`config.mk`:
```
export PLATFORM = sky130hd
export DESIGN_NAME = pulse_burst_arbiter
export DESIGN_NICKNAME = d
export VERILOG_FILES = /design/src/rtl/pulse_burst_arbiter.sv
export SDC_FILE = /design/constraint.sdc
export NUM_CORES = 1
export LEC_CHECK = 0
export CAP_MARGIN = 20
export CORE_MARGIN = 2
export CORE_UTILIZATION = 40
export CTS_CLUSTER_DIAMETER = 150
export DETAILED_ROUTE_END_ITERATION = 10
export GPL_ROUTABILITY_DRIVEN = 0
export GPL_TIMING_DRIVEN = 0
export PLACE_DENSITY = 0.69
export SLEW_MARGIN = 25
export SYNTH_ARGS = -nofsm -noshare
export SYNTH_HDL_FRONTEND = slang
export SYNTH_SLANG_ARGS = --single-unit
export TNS_END_PERCENT = 1
```
`constraint.sdc`:
```
create_clock -name clk -period 3.1 [get_ports clk]
set_input_delay 0.62 -clock clk [delete_from_list [all_inputs] [get_ports clk]]
set_output_delay 0.62 -clock clk [all_outputs]
set_load 0.01 [all_outputs]
```
`src/rtl/pulse_burst_arbiter.sv`:
```
// pulse_burst_arbiter
//
// Shares one decade-style pulse counter among NUM_REQ requesters. The counter
// is handed out by round-robin arbitration. The owner feeds qualifying pulses
// until TERM_CNT have been counted. On the terminal pulse the owner receives a
// one-cycle done strobe and the block raises a one-cycle op_sig.
//
// State table:
//   IDLE    | no owner; arbitrate among set req bits on each edge
//   COUNT   | owner holds the counter; pulse_in advances count
//   RELEASE | single cycle with done/op_sig high, then back to IDLE
//
// Ports:
//   clk          rising-edge clock
//   rst          asynchronous, active-low reset
//   req          level request per requester (drop to abort)
//   pulse_in     qualifying pulse, counted while in COUNT
//   grant        one-hot owner of the counter, zero outside COUNT
//   busy         high in COUNT and RELEASE
//   count        pulse count of the active burst
//   done         one-cycle strobe to the owner on burst completion
//   op_sig       one-cycle strobe on burst completion
//   timeout_err  one-cycle strobe on watchdog abort
//
// Optional feature, macro PULSE_BURST_TIMEOUT_EN:
//   Defined     - an idle watchdog aborts the burst after TIMEOUT_CYC
//                 consecutive COUNT cycles without pulse_in and pulses
//                 timeout_err.
//   Not defined - no watchdog; timeout_err is tied low.

module pulse_burst_arbiter #(
    parameter int NUM_REQ     = 4,
    parameter int TERM_CNT    = 10,
    parameter int CNT_W       = 4,
    parameter int TIMEOUT_CYC = 64
) (
    input  logic               clk,
    input  logic               rst,
    input  logic [NUM_REQ-1:0] req,
    input  logic               pulse_in,
    output logic [NUM_REQ-1:0] grant,
    output logic               busy,
    output logic [CNT_W-1:0]   count,
    output logic [NUM_REQ-1:0] done,
    output logic               op_sig,
    output logic               timeout_err
);

    localparam int PTR_W = (NUM_REQ > 1) ? $clog2(NUM_REQ) : 1;
    localparam logic [CNT_W-1:0] CNT_LAST = CNT_W'(TERM_CNT - 1);
    localparam logic [PTR_W-1:0] PTR_RST  = PTR_W'(NUM_REQ - 1);

    if (NUM_REQ < 2 || NUM_REQ > 8 || TERM_CNT < 2 || TERM_CNT > 2**CNT_W
        || TIMEOUT_CYC < 1) begin : g_bad_param
        $error("pulse_burst_arbiter: illegal parameter combination");
    end

    typedef enum logic [1:0] {
        S_IDLE    = 2'd0,
        S_COUNT   = 2'd1,
        S_RELEASE = 2'd2
    } state_t;

    state_t             state_q, state_d;
    logic [PTR_W-1:0]   last_q, last_d;
    logic [NUM_REQ-1:0] grant_d;
    logic               busy_d;
    logic [CNT_W-1:0]   count_d;
    logic [NUM_REQ-1:0] done_d;
    logic               op_d;

    logic               win_found;
    logic [PTR_W-1:0]   win_idx;

`ifdef PULSE_BURST_TIMEOUT_EN
    localparam int IDLE_W = $clog2(TIMEOUT_CYC + 1);
    localparam logic [IDLE_W-1:0] IDLE_LAST = IDLE_W'(TIMEOUT_CYC - 1);

    logic [IDLE_W-1:0]  idle_q, idle_d;
    logic               to_d;
`endif

    // Round-robin search starting just after the previous winner.
    always_comb begin
        win_found = 1'b0;
        win_idx   = last_q;
        for (int k = 1; k <= NUM_REQ; k++) begin
            if (!win_found && req[(int'(last_q) + k) % NUM_REQ]) begin
                win_found = 1'b1;
                win_idx   = PTR_W'((int'(last_q) + k) % NUM_REQ);
            end
        end
    end

    always_comb begin
        state_d = state_q;
        last_d  = last_q;
        grant_d = grant;
        busy_d  = busy;
        count_d = count;
        done_d  = '0;
        op_d    = 1'b0;
`ifdef PULSE_BURST_TIMEOUT_EN
        idle_d  = idle_q;
        to_d    = 1'b0;
`endif
        case (state_q)
            S_IDLE: begin
                if (win_found) begin
                    state_d = S_COUNT;
                    last_d  = win_idx;
                    grant_d = NUM_REQ'(1) << win_idx;
                    count_d = '0;
                    busy_d  = 1'b1;
`ifdef PULSE_BURST_TIMEOUT_EN
                    idle_d  = '0;
`endif
                end
            end
            S_COUNT: begin
                // Owner dropping its request wins over a terminal pulse.
                if (!req[last_q]) begin
                    state_d = S_IDLE;
                    grant_d = '0;
                    busy_d  = 1'b0;
                    count_d = '0;
                end
`ifdef PULSE_BURST_TIMEOUT_EN
                else if (!pulse_in && idle_q == IDLE_LAST) begin
                    state_d = S_IDLE;
                    grant_d = '0;
                    busy_d  = 1'b0;
                    count_d = '0;
                    to_d    = 1'b1;
                end
`endif
                else if (pulse_in) begin
`ifdef PULSE_BURST_TIMEOUT_EN
                    idle_d = '0;
`endif
                    if (count == CNT_LAST) begin
                        state_d = S_RELEASE;
                        count_d = '0;
                        grant_d = '0;
                        op_d    = 1'b1;
                        done_d  = NUM_REQ'(1) << last_q;
                    end else begin
                        count_d = count + 1'b1;
                    end
                end
`ifdef PULSE_BURST_TIMEOUT_EN
                else begin
                    idle_d = idle_q + 1'b1;
                end
`endif
            end
            S_RELEASE: begin
                state_d = S_IDLE;
                grant_d = '0;
                busy_d  = 1'b0;
            end
            default: begin
                state_d = S_IDLE;
                grant_d = '0;
                busy_d  = 1'b0;
                count_d = '0;
            end
        endcase
    end

    always_ff @(posedge clk or negedge rst) begin
        if (!rst) begin
            state_q <= S_IDLE;
            last_q  <= PTR_RST;
            grant   <= '0;
            busy    <= 1'b0;
            count   <= '0;
            done    <= '0;
            op_sig  <= 1'b0;
        end else begin
            state_q <= state_d;
            last_q  <= last_d;
            grant   <= grant_d;
            busy    <= busy_d;
            count   <= count_d;
            done    <= done_d;
            op_sig  <= op_d;
        end
    end

`ifdef PULSE_BURST_TIMEOUT_EN
    always_ff @(posedge clk or negedge rst) begin
        if (!rst) begin
            idle_q      <= '0;
            timeout_err <= 1'b0;
        end else begin
            idle_q      <= idle_d;
            timeout_err <= to_d;
        end
    end
`else
    assign timeout_err = 1'b0;
`endif

endmodule
```
---- After elaboration in Yosys (flattened, before gate mapping) ----
Cells that the tools add are included.
operators by class
  add/subtract/negate cells ............... 5
  magnitude comparators ................... 5
  equal/unequal tests ..................... 7
  shifts and indexed selects .............. 2
  muxes and demuxes ....................... 48
  bitwise logic cells ..................... 5
  reduce and logical (&&, ||, !) cells .... 15
operator list
  cell                 count
  $mux 4               12
  $mux 1               19
  $lt 3x4->1 const B   4
  $mux 2               8
  $pmux 4 s3           1
  $bmux 1 s2           5
  $pmux 4 s2           1
  $reduce_or 2->1      4
  $shl 1x2->4 const A  2
  $ne 3x3->1 const B   2
  $reduce_and 3->1     2
  $add 2x1->2 const B  2
  $add 2x2->2 const B  2
  $add 4x1->4 const B  1
  $and 1x1->1 const A  4
  $eq 4x4->1 const B   1
  $ne 2x2->1 const B   2
  $pmux 2 s2           1
  $reduce_and 2->1     2
  $logic_and 1x1->1    3
  $logic_not 1->1      3
  $lt 2x3->1 const B   1
  $eq 2x1->1 const B   1
  $eq 2x2->1 const B   1
  other kinds (3)      3
storage, ports and cells
  flip-flop bits (word level) ............. 18
  bits of input ports ..................... 7
  output and inout bits ................... 15
  logic and storage cells ................. 94

---- Depth between registers and ports, before layout ----
Gate-level depths: netlist of the first run.
  depth in word-level cells ............... 19
  depth in mapped cells ................... 8
  depth with buffers taken out ............ 7

---- Worst setup path after synthesis of the first run ----
OpenSTA, ideal clock, no wires.
  kind .................................... reg-to-reg
  from .................................... register last_q[0]
  to ...................................... register grant[0]
  setup time .............................. 0.122 ns
  arrival time ............................ 2.196 ns
  data required time ...................... 2.978 ns
  path slack .............................. 0.782 ns
  cell stages (with the launch flop) ...... 8
  path buffers ............................ 1
  period minus slack after synthesis ...... 2.318 ns
  path through ............................ dfstp_2 -> buf_6 -> inv_1 -> ha_1 -> mux4_1 -> nor2_4 -> xnor2_1 -> a32o_1
on the way
  word-level cells in the longest chain between the ends .. 17
  elaborated cells on any way between the ends .. 40
  those cells by class .................... 4 x add/sub; 3 x eq/ne; 1 x shift; 25 x mux; 7 x reduce/logical
RTL lines
  what                                       RTL line  source
  start: declaration                         65        logic [PTR_W-1:0] last_q, last_d;
  start signal: assignment                   182       last_q <= last_d;
  $add 2x1->2                                88, 90
  $bmux 1 s2                                 88        if (!win_found && req[(int'(last_q) + k) % NUM_REQ]) begin
  $mux 1 (not written as such) (2 in a row)  88
  $mux 1                                     88
  $logic_not 1->1                            88
  $logic_and 1x1->1                          88
  $mux 1                                     88
  $logic_not 1->1                            88
  $logic_and 1x1->1                          88
  $mux 1                                     88
  $logic_not 1->1                            88
  $logic_and 1x1->1                          88
  $mux 2                                     88
  $shl 1x2->4                                112       grant_d = NUM_REQ'(1) << win_idx;
  $mux 4                                     109       if (win_found) begin
  $pmux 4 s2                                 107       case (state_q)
  end signal: assignment                     183       grant <= grant_d;
  end: declaration                           41        output logic [NUM_REQ-1:0] grant,
Parallel ways exist; a longest one is shown, timed or not. The select of a mux whose other input is x is not followed.
A chain may end at the register's enable or synchronous reset.

---- Final worst setup path of the first run ----
Ends and elaborated chain as after synthesis.

==> impl_metrics.ini, run 1 <==
[global_route]
grt_max_degree = 19
grt_pass1_wl_mm = 3.477
grt_pass1_vias = 787
grt_use_total_pct = 14.35
antenna_found_initial = 0
overflow = 0

[timing]
grt_setup_unrepaired = no
worst_pin_slew_ns = 0.7786
fin_crit_sh_pct = 80.49
tns_ns = 0
finalClockSkew_ns = 0.004074
fin_crit_ns = 2.495
max_freq_mhz = 400.8
slew_headroom_pct = 47.93
worst_slack_ns = 0.6048
timing.hold.ws_ns = 0.4852
hold_viol_final = 0
setup_violations = 0
drv_slew = 0

[cts]
clock_latency_ns = 0.29
path_clk_slew_ns = 0.10
cts_buffers = 3
htree_levels = 1
cts_num_sinks = 18
cts.hold.buffers_added = 0
clockBufferDepth = 2
cts_root_buffer = clkbuf_4
ctsResizeCount = 0
cts_tree = yes
cts_setup_buffers = 0

[floorplanning]
die_area_um2 = 3077
dieWidth_um = 55.47
rows = 18
die_y_um = 55.47
core_um2 = 2500
design.portCount = 22
start_util_pct = 42.39

[drt]
wl_per_cell_um = 13.60
ant_nets = 0
vias = 819
avgViaCountPerCell = 5.388
firstDrtPassIters = 4
drt-total-wl_mm = 2.067
remaining_drc_errors = 0
drt_iter0_drc = 16

[placement]
port_buffers = 20
place_ws_ns = 0.5190
dp_hpwl_mm = 1.612

[logic_synthesis]
ys_types = 36
synth_cells = 98
avgSynthCellArea_um2 = 10.81
synthesis.nets = 109
synth_area_leaders = dfrtp_1 (38%), mux4_2 (8.5%), dfstp_2 (5.0%)
synth_top_area_share_pct = 37.78
yosys_warnings = 0
synth_flop_cell = dfrtp_1
syn_area_um2 = 1060
synth_seq_cells = 18
yosysSeqAreaShare_pct = 42.74
yosysTopAreaCell = dfrtp_1
async_flop_share_pct = 100.0
synth_edf_count = 0

[setup_path]
crit_start = last_q[0]
critical-path-top-delay-family = multiplexers
worst-path-buf-inv = 2
reg2reg_to = grant[0]
cp.required_ns = 3.29
worstReg2RegStart = last_q[0]
slowest_delay_ns = 0.62
critPathSlowestCell = mux4_1
end_kind = flip-flop
path_max_fanout = 10
cp-start-kind = flip-flop
endpoint = grant[0]
cp_num_cells = 7
r2r_cells = 7
crit_type = reg -> reg
r2r_setup_slack_ns = 0.60
worstPathCellList = buf_6, inv_1, ha_1, mux4_1, nor2_4, xnor2_1, a32o_1
critPathArrivalTime_ns = 2.68

[pwr]
p_leak_uw = 0.0005695
ir_drop_uv = 458.5
seqPwrFrac_pct = 32.2
switchingPower_uw = 453.5
power_uw = 1128
p_per_area_nw_per_um2 = 845.5
power_frac_comb_pct = 55.1
p_int_uw = 674.1
p_clk_share_pct = 12.7
swShare_pct = 40.22

[finish]
post-route-util_pct = 53.35
antenna_cells = 0
drive_gt1_share_pct = 16.39
area_growth_pct = 25.86
nFillCells = 230
nets = 134

[job]
max-cap-violations = 0

[status]
status = finished, final reports clean

[hold_path]
hold_class = reg -> reg
==> worst reg2reg max path, cell delays in order (launching register included) <==
cell and delay [ns]:
dfstp_2 0.60, buf_6 0.17, inv_1 0.11, ha_1 0.38, mux4_1 0.62, nor2_4 0.13
xnor2_1 0.11, a32o_1 0.28
==> registers in the layout (all words and copies together), names as in the netlist <==
register  count
busy          1
done          4
state_q       2
count         4
last_q        2
op_sig        1
grant         4
==> stage by stage <==
stage,cells,instance area (um^2)
after global placement,148,1297
after detailed placement,148,1297
after global routing,152,1334
final,152,1334
after floorplan,98,1060
after CTS,152,1334
==> cell type report <==
class	count	area (um^2)	share of cell area (%)
clock buffers	4	36.28	2.720
well taps	30	37.54	2.814
repair buffers	20	200.2	15.01
flip-flops and latches	18	452.9	33.96
multi-input cells	69	553.0	41.46
inverters	8	30.03	2.251
plain buffers	3	23.77	1.782
==> power by group through the flow <==
stage	sequential (uW)	combinational [uW]	clock (uW)
floorplan	365	455	0
global placement	368	602	0
detailed placement	370	625	0
CTS	366	626	148
global route	372	696	156
finish	363	621	143
==> synth_stat cells, drive strengths merged (3+ instances only) <==
library cell	number
and2	6
o21ai	6
a32o	3
buf	3
or3	3
mux4	5
nand2b	3
inv	8
nand2	12
dfrtp	16
ha	4
a21oi	6
nor2	4
==> routing by layer <==
metal | up-vias | track usage, % | part of all wire (%)
met2 | 14 | 26.19 | 54
met3 | 2 | 1.874 | 2.0
met4 | 0 | 7.317 | 1.3
met1 | 403 | 16.12 | 42
li1 | 400 | - | -
met5 | - | 0 | 0
==> logic make-up (layout without fill, tap and decap cells) <==
group | count (synthesis) | count (layout) | share of synthesized area, %
muxes | 6 | 6 | 12.04
AOI/OAI and AO/OA | 23 | 23 | 16.29
buffers and inverters | 11 | 35 | 5.077
other | 1 | 1 | 0.3539
xor gates and xnor gates | 2 | 2 | 1.653
and+or+nand+nor | 33 | 33 | 17.12
adders and majority gates | 4 | 4 | 4.723
DFF | 18 | 18 | 42.74
==> worst min-delay path by stage <==
stage                        start       end  slack [ns]  depth (start not counted)
after CTS                 grant[2]  grant[2]        0.49                          2
after floorplan                rst      busy        0.32                          0
after global placement    grant[2]  grant[2]        0.48                          2
after detailed placement  grant[2]  grant[2]        0.47                          2
after global routing      grant[2]  grant[2]        0.50                          2
final                     grant[2]  grant[2]        0.49                          2
==> layout by cell type, fill, tap and decap left out, types with 2 or more instances in the layout <==
cell and n:
clkdlybuf4s50_1 20, dfrtp_1 16, nand2_1 12, inv_1 8, a21oi_1 6, and2_1 5
mux4_2 4, ha_1 4, nand2b_1 3, or3_1 3, nor2_1 3, o21ai_0 3
a32o_1 3, clkbuf_4 3, o21ai_1 2, xnor2_1 2, o31ai_1 2, dfstp_2 2
Power figures use the tool's default switching activity.
==> run 2: changes to the inputs <==
Clock period 3.1 ns to 2.3 ns, I/O delays scaled along.
==> run 2 against run 1 <==
Via count grew 2.8%. Worst setup slack worse by 0.50 ns. Power rose by 46%. Cell area is 4.4% higher. Worst hold slack better by 0.018 ns. Maximum frequency rose by 14%. First-iteration DRC count fell by 19%. Global-route usage is 0.49 points higher. Cell count rose by 3.3%. Critical path depth stayed put. Sequential power up 33%. Critical path type unchanged. Largest power group unchanged.
==> impl_metrics.ini, run 2 (synthesis gave the netlist of run 1 again) <==
[finish]
final_common_cell = clkdlybuf4s50_1
antenna_cells = 0
largestRegisters = count (4), done (4), grant (4)
seq_area_um2 = 452.9
fin_cells = 157
final_area_um2 = 1393
nFillCells = 221
final_cell_mix = clkdlybuf4s50_1 (20), dfrtp_1 (16), nand2_1 (12)
drive_gt1_share_pct = 22.83
nets = 139
area_growth_pct = 31.41
multi_input_area_um2 = 566.8

[setup_path]
path_max_fanout = 4
cp-start-kind = flip-flop
r2r_cells = 7
crit_type = reg -> reg
crit_start = last_q[0]
worstReg2RegStart = last_q[0]
end_kind = flip-flop
cp.required_ns = 2.50
critPathArrivalTime_ns = 2.39

[cts]
clockBufferDepth = 2
path_clk_slew_ns = 0.11
cts_tree = yes
htree_levels = 1
cts_num_sinks = 18
cts_root_buffer = clkbuf_4
clock_latency_ns = 0.30
cts_buffers = 3

[floorplanning]
die_y_um = 55.47
core_um2 = 2500
dieWidth_um = 55.47
die_area_um2 = 3077
start_util_pct = 42.39
design.portCount = 22
rows = 18

[global_route]
antenna_found_initial = 0
grt_max_degree = 19
grt_pass1_vias = 791
grt_use_total_pct = 14.84
grt_pass1_wl_mm = 3.615
overflow = 0

[pwr]
p_leak_uw = 0.0005890
p_per_area_nw_per_um2 = 1183
ir_drop_uv = 649.8

[timing]
tns_ns = 0
worst_pin_slew_ns = 0.7839
slew_headroom_pct = 47.58
finalClockSkew_ns = 0.006559
fin_crit_sh_pct = 95.39
setup_violations = 0
fin_crit_ns = 2.194
drv_slew = 0
max_freq_mhz = 455.8
hold_viol_final = 0
worst_slack_ns = 0.1061

[placement]
placed_cell_area_um2 = 1294
dp_cells = 148
dp_hpwl_mm = 1.535
place_ws_ns = -0.1223
port_buffers = 20

[status]
status = finished, final reports clean

[drt]
drt_iter0_drc = 13
wl_per_cell_um = 13.56
avgViaCountPerCell = 5.363
vias = 842
ant_nets = 0
drt-total-wl_mm = 2.129
remaining_drc_errors = 0
firstDrtPassIters = 4

[hold_path]
min_from = grant[2]
hold_depth = 2
hold_class = reg -> reg

[job]
max-cap-violations = 0
==> run 2: changes by cell type in the layout (fill, tap and decap cells not counted), sizes merged <==
cell / previous run / this run
inv: 8 / 7
clkinvlp: 0 / 1
buf: 3 / 8
==> run 2: through the flow <==
stage | hold WS [ns] | total power [uW] | utilization, %
global placement | 0.4765 | 1313 | 51.75
finish | 0.5027 | 1647 | 55.71
CTS | 0.4984 | 1571 | 54.00
floorplan | 0.1644 | 1110 | -
global route | 0.5223 | 1788 | 55.71
detailed placement | 0.4748 | 1332 | 51.75
==> run 2: where the power goes <==
part           internal (uW)  total, uW  leakage [uW]  switching, uW
sequential               401        482      0.000236           81.5
clock                   96.5        199     0.0000210            103
combinational            500        966      0.000332            466
==> run 2: worst paths after layout <==
check	end	slack (ns)
min in group asynchronous	count[0]	0.61
setup reg to reg	grant[1]	0.11
hold reg to reg	grant[2]	0.50
hold / removal	grant[2]	0.50
max in group asynchronous	busy	1.20
setup / recovery	grant[1]	0.11
==> run 2: worst max-delay path, stage by stage (launching register included) <==
cell        delay, ns
dfstp_2          0.57
buf_8            0.11
clkinvlp_4       0.11
ha_4             0.31
mux4_2           0.52
nor2_4           0.11
xnor2_1          0.10
a32o_1           0.26
==> run 2: layout make-up <==
class	instances	area share (%)
plain buffers	3	1.977
flip-flops and latches	18	32.52
inverters	8	2.426
well taps	30	2.695
repair buffers	25	17.07
multi-input cells	69	40.70
clock buffers	4	2.606
==> run 2: layer usage <==
metal	GRT usage (%)	vias to the layer above	share of wire, %
met2	26.87	17	54
met1	17.61	412	42
met4	6.272	0	1.5
li1	-	409	-
met3	1.639	4	2.4
met5	0	-	0
==> run 2: what timing repair did <==
| item | CTS | global route |
|---|---|---|
| resized for setup | 1 | 3 |
| buffers inserted | 1 | 4 |
| hold endpoints to repair | 0 | 0 |
| pin swaps | 0 | 1 |
| hold buffers | 0 | 0 |
| setup endpoints to repair | 4 | 4 |
==> run 3: changes to the inputs <==
Settings changed: PLACE_DENSITY 0.69 to 0.71.
Clock period 2.3 ns to 1.8 ns, I/O delays scaled along.
==> run 3 against run 2 <==
The flow now finishes with violations (negative setup slack). Routed wire length grew 3.1%. First-iteration DRC count is 130% higher. Power is 27% higher. Clock-buffer cell count stayed put. Non-clock buffer count down 2. Global-route usage grew 0.94 points. Utilization shrank 0.40 points. Clock power is 30% higher. Register-to-register slack got worse by 0.48 ns. Die area unchanged. Worst setup slack worse by 0.48 ns. Maximum frequency grew 0.95%. Largest cell class unchanged. Largest power group unchanged. Highest routed layer unchanged.
==> impl_metrics.ini, run 3 (synthesis gave the netlist of run 1 again) <==
[placement]
dp_hpwl_mm = 1.578
place_ws_ns = -0.5555
port_buffers = 20

[finish]
nFillCells = 215
final_common_cell = clkdlybuf4s50_1
final_cell_mix = clkdlybuf4s50_1 (20), dfrtp_1 (16), nand2_1 (12)
area_growth_pct = 30.46
drive_gt1_share_pct = 22.40
nets = 137
antenna_cells = 0
largestRegisters = count (4), done (4), grant (4)

[job]
max-cap-violations = 0

[drt]
ant_nets = 0
wl_per_cell_um = 14.15
drt-total-wl_mm = 2.194
drt_iter0_drc = 30
remaining_drc_errors = 0
firstDrtPassIters = 4
avgViaCountPerCell = 5.439
vias = 843

[global_route]
overflow = 0
antenna_found_initial = 0
grt_max_degree = 19
grt_pass1_vias = 817
grt_use_total_pct = 15.78
grt_pass1_wl_mm = 3.808

[hold_path]
hold_depth = 2
whs_endpoint = grant[3]
min_from = grant[3]
hold_class = reg -> reg

[floorplanning]
start_util_pct = 42.39
rows = 18
die_area_um2 = 3077
core_um2 = 2500
die_y_um = 55.47
dieWidth_um = 55.47
design.portCount = 22

[cts]
cts_num_sinks = 18
path_clk_slew_ns = 0.11
clock_latency_ns = 0.30
cts_buffers = 3
cts_tree = yes
clockBufferDepth = 2
htree_levels = 1
cts_root_buffer = clkbuf_4
cts.hold.buffers_added = 0

[setup_path]
r2r_cells = 7
cp.required_ns = 2.00
worstReg2RegStart = last_q[0]
reg2reg_to = grant[1]
cp-start-kind = flip-flop
crit_type = reg -> reg
critPathArrivalTime_ns = 2.37
path_max_fanout = 3
end_kind = flip-flop
r2r_setup_slack_ns = -0.37

[pwr]
power_uw = 2097
p_per_area_nw_per_um2 = 1517
p_leak_uw = 0.0005831
ir_drop_uv = 999.1

[timing]
drv_slew = 0
fin_crit_ns = 2.173
setup_violations = 17
worst_slack_ns = -0.3732
slew_headroom_pct = 46.77
max_freq_mhz = 460.1
fin_crit_sh_pct = 120.7
finalClockSkew_ns = 0.002992
grt_setup_unrepaired = yes
hold_viol_final = 0
worst_pin_slew_ns = 0.7960

[status]
status = finished with violations
violations = negative setup slack
==> run 3: cell types whose count changed in the layout (fill, tap and decap cells not counted), sizes merged <==
cell and change:
buf -2
==> run 3: final cells by class <==
type / instances / area [um^2] / share of cell area [%]
buffer: 3 / 27.53 / 1.991
multi-input combinational: 69 / 571.8 / 41.36
tap: 30 / 37.54 / 2.715
clock buffer: 4 / 36.28 / 2.624
inverter: 8 / 33.78 / 2.443
sequential: 18 / 452.9 / 32.76
timing repair buffer: 23 / 222.7 / 16.11
==> run 3: worst max-delay path by stage <==
| stage | from | endpoint | slack (ns) | cells after the start |
|---|---|---|---|---|
| 4_1_cts | last_q[0] | grant[0] | -0.39 | 7 |
| 3_5_place_dp | last_q[0] | grant[0] | -0.56 | 7 |
| 6_report | last_q[0] | grant[1] | -0.37 | 7 |
| 5_1_grt | last_q[0] | grant[0] | -0.47 | 7 |
| 3_3_place_gp | last_q[0] | grant[0] | -0.52 | 7 |
| 2_1_floorplan | last_q[0] | grant[0] | -0.40 | 7 |
==> run 3: layer usage <==
layer / GRT usage [%] / vias to the layer above / part of all wire [%]
met5: 0 / - / 0
met2: 26.70 / 22 / 52
li1: - / 407 / -
met3: 2.810 / 6 / 3.3
met1: 18.66 / 408 / 42
met4: 9.059 / 0 / 2.9
==> run 3: worst max-delay path, stage by stage (launching register included) <==
cell and delay, ns:
dfstp_2 0.57, buf_8 0.10, clkinvlp_4 0.10, ha_4 0.30, mux4_2 0.52, nor2_4 0.13, xnor2_1 0.09, a32o_1 0.26
==> run 3: where the power goes <==
| part | switching [uW] | internal (uW) | leakage (uW) |
|---|---|---|---|
| registers | 106 | 512 | 0.000236 |
| clock network | 135 | 123 | 0.0000210 |
| logic | 596 | 625 | 0.000326 |
| total | 837 | 1260 | 0.000583 |
==> run 3: what timing repair did <==
item	4_1_cts	5_1_grt
endpoints found under the setup margin	15	18
resized for setup	3	1
cloned	0	0
pin swaps	1	1
buffers inserted	3	0
==> run 3: per-stage QoR <==
stage / util, % / instance area, um^2 / setup TNS [ns] / instances / hold slack [ns]
after floorplan: - / 1069 / -1.814 / 98 / 0.06441
after global placement: 52.25 / 1306 / -5.185 / 148 / 0.4718
after detailed placement: 52.25 / 1306 / -6.276 / 148 / 0.4800
after CTS: 55.01 / 1375 / -3.725 / 155 / 0.5044
after global routing: 55.31 / 1383 / -5.515 / 155 / 0.5441
final: 55.31 / 1383 / -3.623 / 155 / 0.4958
